<file path="src/rtl/router_pkg.sv">
// Shared constants and helpers for the router ingress buffer.
// Port indices, default widths, output word packing and select resolution.
package router_pkg;

  localparam int P_N = 0;
  localparam int P_S = 1;
  localparam int P_E = 2;
  localparam int P_W = 3;
  localparam int P_L = 4;

  localparam int NPORT_D = 5;
  localparam int W_D     = 7;
  localparam int DEPTH_D = 4;
  localparam int TAGW_D  = 3;

  // {head[w-1], tag, head[w-2:0]} built with masks so widths stay generic
  function automatic logic [63:0] pack_word(
    input logic [31:0] head,
    input logic [31:0] tag,
    input int          w,
    input int          tagw
  );
    logic [63:0] lo;
    logic [63:0] msb;
    logic [63:0] tg;
    lo  = {32'b0, head} & ((64'd1 << (w - 1)) - 64'd1);
    msb = ({32'b0, head} >> (w - 1)) & 64'd1;
    tg  = {32'b0, tag} & ((64'd1 << tagw) - 64'd1);
    return lo | (tg << (w - 1)) | (msb << (w - 1 + tagw));
  endfunction

  // Isolate the lowest set bit of a select vector (one-hot or zero)
  function automatic logic [31:0] lowest_set(input logic [31:0] sel);
    return sel & (~sel + 32'd1);
  endfunction

endpackage

</file>
<file path="src/rtl/router_ingress_buffer_port_fifo.sv">
// Single-port flit FIFO with count-based full/empty tracking.
// AGE_TAG_EN adds a saturating per-entry age counter exposed for the head.
module port_fifo
  import router_pkg::*;
#(
  parameter int W     = W_D,
  parameter int DEPTH = DEPTH_D,
  parameter int TAGW  = TAGW_D
) (
  input  logic            clk,
  input  logic            rst_n,
  input  logic            push,
  input  logic            pop,
  input  logic [W-1:0]    wdata,
  output logic            full,
  output logic            empty,
  output logic [W-1:0]    head,
  output logic [TAGW-1:0] head_age
);

  localparam int AW = $clog2(DEPTH);

  logic [W-1:0]  mem [DEPTH];
  logic [AW-1:0] wr_ptr;
  logic [AW-1:0] rd_ptr;
  logic [AW:0]   count;
  logic          do_push;
  logic          do_pop;

  assign full    = (count == (AW+1)'(DEPTH));
  assign empty   = (count == '0);
  assign do_push = push && !full;
  assign do_pop  = pop && !empty;
  assign head    = mem[rd_ptr];

  // Pointer and occupancy bookkeeping
  always_ff @(posedge clk or negedge rst_n) begin
    if (!rst_n) begin
      wr_ptr <= '0;
      rd_ptr <= '0;
      count  <= '0;
    end else begin
      if (do_push) wr_ptr <= wr_ptr + AW'(1);
      if (do_pop)  rd_ptr <= rd_ptr + AW'(1);
      unique case ({do_push, do_pop})
        2'b10:   count <= count + (AW+1)'(1);
        2'b01:   count <= count - (AW+1)'(1);
        default: count <= count;
      endcase
    end
  end

  // Flit storage written at the tail
  always_ff @(posedge clk or negedge rst_n) begin
    if (!rst_n) begin
      for (int i = 0; i < DEPTH; i++) mem[i] <= '0;
    end else if (do_push) begin
      mem[wr_ptr] <= wdata;
    end
  end

`ifdef AGE_TAG_EN
  logic [TAGW-1:0] age [DEPTH];

  assign head_age = age[rd_ptr];

  // Ages clear on write and otherwise count up to saturation
  always_ff @(posedge clk or negedge rst_n) begin
    if (!rst_n) begin
      for (int i = 0; i < DEPTH; i++) age[i] <= '0;
    end else begin
      for (int i = 0; i < DEPTH; i++) begin
        if (do_push && wr_ptr == AW'(i)) age[i] <= '0;
        else if (age[i] != '1) age[i] <= age[i] + TAGW'(1);
      end
    end
  end
`else
  assign head_age = '0;
`endif

endmodule

</file>
<file path="src/rtl/router_ingress_buffer.sv">
// Ingress staging buffer: shared input bus steered into per-port FIFOs.
// Optional macro AGE_TAG_EN puts the head entry's age into the tag field.
module router_ingress_buffer
  import router_pkg::*;
#(
  parameter int NPORT = NPORT_D,
  parameter int W     = W_D,
  parameter int DEPTH = DEPTH_D,
  parameter int TAGW  = TAGW_D
) (
  input  logic                      clk,
  input  logic                      rst_n,
  input  logic [W-1:0]              in_data,
  input  logic [NPORT-1:0]          in_sel,
  input  logic                      in_valid,
  output logic                      in_ready,
  output logic [NPORT*(W+TAGW)-1:0] out_data,
  output logic [NPORT-1:0]          out_valid,
  input  logic [NPORT-1:0]          out_ready,
  output logic                      err_multi
);

  localparam int OW = W + TAGW;

  logic [NPORT-1:0] eff;
  logic [NPORT-1:0] full;
  logic [NPORT-1:0] empty;
  logic [NPORT-1:0] push;
  logic [NPORT-1:0] pop;
  logic             multi;

  assign eff      = NPORT'(lowest_set(32'(in_sel)));
  assign multi    = |(in_sel & (in_sel - NPORT'(1)));
  assign in_ready = |(eff & ~full);
  assign push     = (in_valid && in_ready) ? eff : '0;
  assign pop      = out_ready & ~empty;

  for (genvar p = 0; p < NPORT; p++) begin : g_port
    logic [W-1:0]    head;
    logic [TAGW-1:0] head_age;

    port_fifo #(.W(W), .DEPTH(DEPTH), .TAGW(TAGW)) u_fifo (
      .clk      (clk),
      .rst_n    (rst_n),
      .push     (push[p]),
      .pop      (pop[p]),
      .wdata    (in_data),
      .full     (full[p]),
      .empty    (empty[p]),
      .head     (head),
      .head_age (head_age)
    );

    assign out_valid[p] = !empty[p];
    assign out_data[p*OW +: OW] = empty[p] ? '0 :
      OW'(pack_word(32'(head), 32'(head_age), W, TAGW));
  end

  // Sticky flag for ambiguous multi-port selects
  always_ff @(posedge clk or negedge rst_n) begin
    if (!rst_n)                 err_multi <= 1'b0;
    else if (in_valid && multi) err_multi <= 1'b1;
  end

endmodule
</file>
<file path="config.mk">
export PLATFORM = sky130hd
export DESIGN_NAME = router_ingress_buffer
export DESIGN_NICKNAME = d
export VERILOG_FILES = /design/src/rtl/router_pkg.sv /design/src/rtl/router_ingress_buffer_port_fifo.sv /design/src/rtl/router_ingress_buffer.sv
export SDC_FILE = /design/constraint.sdc
export NUM_CORES = 1
export LEC_CHECK = 0
export CAP_MARGIN = 20
export CORE_UTILIZATION = 30
export CTS_CLUSTER_DIAMETER = 40
export DETAILED_ROUTE_END_ITERATION = 6
export PLACE_DENSITY_LB_ADDON = 0.08
export SLEW_MARGIN = 20
export SYNTH_ARGS = -nofsm -noshare
export SYNTH_HDL_FRONTEND = slang
export SYNTH_HIERARCHICAL = 1
export SYNTH_SLANG_ARGS = --single-unit
</file>
<file path="constraint.sdc">
create_clock -name clk -period 3.4 [get_ports clk]
set_clock_uncertainty 0.15 [all_clocks]
set_input_delay 0.85 -clock clk [delete_from_list [all_inputs] [get_ports clk]]
set_output_delay 0.85 -clock clk [all_outputs]
set_load 0.02 [all_outputs]
</file>
==> results of run 1 <==
## layer usage
| metal | wire (µm) | share of wire | vias to the layer above | track usage |
|---|---|---|---|---|
| met2 | 10100 | 0.50 | 67 | 0.241 |
| met5 | 0 | 0 | - | 0 |
| met3 | 480 | 0.024 | 19 | 0.0257 |
| li1 | - | - | 2415 | - |
| met4 | 349 | 0.017 | 0 | 0.0487 |
| met1 | 9110 | 0.45 | 2634 | 0.181 |
## worst max path at each step
| stage | start | endpoint | slack, ps | cells past startpoint |
|---|---|---|---|---|
| finish | g_port[1].u_fifo/count[0] | out_data[11] | 140 | 4 |
| global route | g_port[1].u_fifo/count[0] | out_data[14] | 10 | 4 |
| CTS | g_port[0].u_fifo/rd_ptr[0] | out_data[4] | 7 | 4 |
| detailed placement | in_sel[1] | in_ready | -350 | 5 |
| global placement | in_sel[1] | in_ready | -250 | 5 |
| floorplan | in_sel[2] | g_port[2].u_fifo/count[2] | 320 | 11 |
## cells in the final DEF, fill, tap and decap left out, drive strengths merged
cell type	n
o311ai	1
and3b	1
mux2i	5
conb	15
nor3	5
and3	2
a31oi	1
nand2b	5
nor2b	57
fa	5
a31o	1
a21oi	1
mux2	145
o21ai	1
nand3	1
xor2	15
o31a	5
and4b	1
nand2	28
mux4	35
inv	35
xnor2	15
nor3b	6
buf	64
dlymetal6s2s	1
a2111o	1
nor2	28
nor4b	1
ha	25
dfrtp	176
clkdlybuf4s50	58
o31ai	1
clkinv	7
clkinvlp	1
clkbuf	20
## power by group
part	internal (µW)	switching [µW]
clock	972	875
combinational	2280	1780
sequential	2930	651
## flip-flops by register name, indices dropped and copies added, names as in the netlist
| name | flops |
|---|---|
| g_port.u_fifo/mem | 140 |
| err_multi | 1 |
| g_port.u_fifo/wr_ptr | 10 |
| g_port.u_fifo/count | 15 |
| g_port.u_fifo/rd_ptr | 10 |
## worst max-delay path, cell delays in order (launching register included)
cell and delay (ps):
dfrtp_1 460, nor3_1 510, buf_4 270, nor2b_1 60
clkdlybuf4s50_1 530
## logic make-up after synthesis
logic type      count (synthesis)
other cells                     5
xor+xnor                       30
simple gates                  135
compound gates                 12
mux                           185
flops                         176
fa+ha+maj                      30
buf+inv                        60
## metrics by stage
step	setup TNS, ps	cells	total power [µW]	hold WS, ps	worst slack [ps]
3_5_place_dp	-15880	1121	7760	321	-354
6_report	0	1153	9490	248	144
3_3_place_gp	-5450	1121	7600	312	-253
4_1_cts	0	1153	9670	278	7.16
5_1_grt	0	1153	10200	289	12.4
2_1_floorplan	0	643	6220	302	319
## repair_timing
| item | CTS | global route |
|---|---|---|
| setup endpoints to repair | 1 | 11 |
| resized for setup | 2 | 6 |
| setup buffers | 0 | 0 |
## final cells by class
cell class / instances / area [µm²] / share of cell area
Clock buffer: 19 / 443 / 0.0404
Tap cell: 384 / 480 / 0.0438
Sequential cell: 176 / 4410 / 0.402
Inverter: 30 / 113 / 0.0103
Multi-Input combinational cell: 407 / 4170 / 0.380
Clock inverter: 13 / 106 / 0.00970
Timing Repair Buffer: 124 / 1240 / 0.114
==> flow_metrics.py, run 1 <==
metrics = {
    "routing": {
        "route.detailed.drc": 0,
        "firstDrtPassIters": 4,
        "drt-initial-drc-count": 171,
        "via_per_inst": 4.45,
        "drtAntennaViolNets": 0,
        "drt_wl_total_um": 20100,
        "via_count": 5135,
        "avgRoutedWirePerCell_um": 17.4,
    },
    "logic_synthesis": {
        "synthArstFlopShare": 1.00,
        "yosys_most_used_dff": "dfrtp_1",
        "yosys_warnings": 6,
        "synth_xor_area_frac": 0.0298,
        "synthTopCellsByArea": "dfrtp_1, mux2_2, mux4_2, nor2b_1, ha_1",
        "netlist_top_cells_count": "dfrtp_1, mux2_2, nor2b_1, mux4_2, inv_1",
        "synthDominantCellAreaShare": 0.500,
        "synth-seq-cells": 176,
        "yosysMostFrequentCell": "dfrtp_1",
        "synth_simple_gate_area_frac": 0.0946,
        "synth_top_family_by_area": "multiplexers",
        "synth_edf_count": 0,
        "synth_area_per_cell_um2": 13.9,
        "synth_compound_area_frac": 0.0134,
        "ys_seq_area_frac": 0.500,
        "yosysTopAreaCell": "dfrtp_1",
        "synthAdderAreaFrac": 0.0469,
        "synthDistinctLibCells": 37,
        "synthMuxAreaShare": 0.281,
        "syn_area_um2": 8810,
        "syn_inst": 633,
    },
    "setup_path": {
        "arrival_ps": 2260,
        "reg2reg_from": "g_port[2].u_fifo/count[0]",
        "path_max_fanout": 10,
        "rr_worst_depth": 13,
        "crit_path_end_kind": "primary output",
        "cp-start-kind": "register",
        "r2r_slack_ps": 430,
        "cp.required_ps": 2400,
        "worstReg2RegEnd": "g_port[4].u_fifo/count[2]",
        "path_class": "register to primary output",
    },
    "cells_and_area": {
        "finalInstanceArea_um2": 11000,
        "fin_nets": 806,
        "fillCellCount": 2708,
        "diodes": 0,
        "layout-drive-gt1-share": 0.395,
        "finish.utilization": 0.381,
        "area_growth_pct": 24.4,
    },
    "die": {
        "initial_core_util": 0.306,
        "ios": 77,
        "core_um2": 28800,
        "die_area_um2": 30100,
        "dieWidth_um": 173,
        "die_h_um": 173,
        "row_count": 62,
    },
    "clock_network": {
        "path_clk_slew_ps": 60,
        "cts_tree": "done",
        "clkLatencyLatePin_ps": 430,
        "clock-sinks": 176,
        "cts.hold.buffers_added": 0,
        "cts_root_buffer": "clkbuf_16",
        "htree_levels": 4,
        "cts_made_buffers": 17,
        "clk_path_buf_depth": 2,
    },
    "global_route": {
        "grt_overflow_total": 0,
        "antenna_found_initial": 2,
        "grt_pass1_vias": 5668,
        "grtUsageTotal": 0.142,
        "grt_pass1_wl_um": 32200,
        "grt_start_max_net_pins": 63,
    },
    "worst_hold_path": {
        "hp-class": "primary input to async pin",
    },
    "pwr": {
        "peakVddDrop_uv": 682,
        "p_leak_uw": 0.00491,
        "power.density_nw_per_um2": 866,
    },
    "timing": {
        "min_period_ps": 3260,
        "min_period_over_period": 0.958,
        "worst_pin_slew_ps": 906,
        "finalSetupViolations": 0,
        "finalHoldViolCount": 0,
        "drv_slew": 0,
        "slew_headroom": 0.394,
        "rsz0062_at_grt": "false",
        "clock.fmax_ghz": 0.307,
    },
    "job": {
        "drv_cap": 0,
    },
    "status": {
        "outcome": "completed",
    },
    "placed_design": {
        "post_dp_cell_area_um2": 10400,
        "place.port_buffers": 61,
        "dp_hpwl_um": 14100,
        "gp_congestion": 0.723,
    },
}
Power figures use the tool's default switching activity.
==> run 2, diff against run 1 <==
--- a/constraint.sdc
+++ b/constraint.sdc
@@ -4,2 +4,2 @@
 set_output_delay 0.85 -clock clk [all_outputs]
-set_load 0.02 [all_outputs]
+set_load 0.1 [all_outputs]
==> flow_metrics.py, run 2 (synthesis gave the netlist of run 1 again) <==
metrics = {
    "cells_and_area": {
        "finish.utilization": 0.397,
        "layout_common_cells": "dfrtp_1, mux2_2, buf_12",
        "stdcell_count": 1138,
        "diodes": 0,
        "layout_commonest_cell": "dfrtp_1",
        "multiInputGateArea_um2": 4210,
        "layout-drive-gt1-share": 0.444,
        "largest_register": "g_port.u_fifo/mem",
        "reg_top3": "g_port.u_fifo/mem: 140 flops, g_port.u_fifo/count: 15 flops",
        "largest_register_ffs": 140,
        "area_growth_pct": 29.6,
        "fin_nets": 791,
        "regArea_um2": 4400,
        "fillCellCount": 2673,
    },
    "setup_path": {
        "rr_worst_depth": 12,
        "worstReg2RegEnd": "g_port[1].u_fifo/count[2]",
        "path_class": "primary input to primary output",
        "path_max_fanout": 6,
        "crit_path_end_kind": "primary output",
        "cp.required_ps": 2400,
        "r2r_slack_ps": 440,
        "reg2reg_from": "g_port[0].u_fifo/count[0]",
        "arrival_ps": 2280,
        "cp-start-kind": "primary input",
    },
    "routing": {
        "via_per_inst": 4.54,
        "drt_wl_total_um": 20000,
        "drt-initial-drc-count": 206,
        "drtAntennaViolNets": 0,
        "firstDrtPassIters": 4,
        "via_count": 5172,
        "route.detailed.drc": 0,
        "avgRoutedWirePerCell_um": 17.6,
    },
    "placed_design": {
        "place.port_buffers": 61,
        "dp_hpwl_um": 13700,
        "gp_congestion": 0.722,
        "dp_cells": 1106,
    },
    "die": {
        "row_count": 62,
        "initial_core_util": 0.306,
        "die_area_um2": 30100,
        "core_um2": 28800,
        "dieWidth_um": 173,
        "die_h_um": 173,
        "ios": 77,
    },
    "timing": {
        "fin_tns_setup_ps": 0,
        "finalSetupViolations": 0,
        "clock.fmax_ghz": 0.305,
        "slew_headroom": -0.223,
        "min_period_over_period": 0.965,
        "min_period_ps": 3280,
        "rsz0062_at_grt": "false",
        "finalHoldViolCount": 0,
        "fin_hold_ws_ps": 318,
        "worst_pin_slew_ps": 1830,
        "drv_slew": 15,
    },
    "global_route": {
        "grt_start_max_net_pins": 74,
        "grt_overflow_total": 0,
        "grt_pass1_vias": 5678,
        "antenna_found_initial": 0,
        "grtUsageTotal": 0.143,
        "grt_pass1_wl_um": 32900,
    },
    "clock_network": {
        "clk_path_buf_depth": 2,
        "clock-sinks": 176,
        "htree_levels": 4,
        "clkLatencyLatePin_ps": 430,
        "cts_setup_buffers": 0,
        "cts_root_buffer": "clkbuf_16",
        "cts_tree": "done",
        "cts_made_buffers": 17,
        "path_clk_slew_ps": 70,
    },
    "job": {
        "drv_cap": 0,
    },
    "status": {
        "violations": "slew limit",
        "outcome": "finished, violations left",
    },
    "worst_hold_path": {
        "hp-class": "primary input to async pin",
    },
}
run 2: routing by layer:
layer  vias up  track usage  wire (µm)
li1       2374            -          -
met1      2709        0.184       9080
met2        70        0.244      10100
met3        19       0.0268        494
met4         0       0.0424        314
met5         -            0          0
run 2: timing repair:
item	CTS	global route
pin swaps	0	1
setup endpoints to repair	1	2
gates resized for setup	1	4
hold buffers	0	0
run 2: how the worst max path moves through the flow:
stage                     cells after the start                   endpoint      start  slack [ps]
final                                         6                   in_ready  in_sel[0]         120
after global routing                          6                   in_ready  in_sel[0]          60
after CTS                                     6                   in_ready  in_sel[2]          10
after detailed placement                     12  g_port[4].u_fifo/count[2]  in_sel[2]        -230
after global placement                       13  g_port[3].u_fifo/count[2]  in_sel[1]        -160
after floorplan                              11  g_port[2].u_fifo/count[2]  in_sel[1]        -100
run 2: worst max-delay path, stage by stage:
cell	delay, ps
clkdlybuf4s50_1	420
buf_4	180
buf_4	160
o311ai_4	320
buf_4	180
buf_12	160
run 2: layout make-up:
class,instances,share of cell area
Timing Repair Buffer,109,0.142
Clock inverter,14,0.0126
Inverter,30,0.00987
Sequential cell,176,0.386
Tap cell,384,0.0421
Clock buffer,18,0.0385
Multi-Input combinational cell,407,0.369
run 2: metrics by stage:
stage               cell area, µm²  worst slack [ps]
floorplan                     8890              -104
detailed placement           10800              -226
finish                       11400               119
CTS                          11400              13.7
global placement             10800              -162
global route                 11400              55.9
Power of run 2 is not shown: default switching activity piles up to over one toggle a cycle in this logic, so the estimate is an artifact.
==> run 3, diff against run 2 <==
Settings changed: GPL_TIMING_DRIVEN set to 1, SLEW_MARGIN 20 to unset.
==> results of run 3 <==
No change in the layout: final DEF, timing and power equal those of run 2.
Power of run 3 is left out for the same reason.
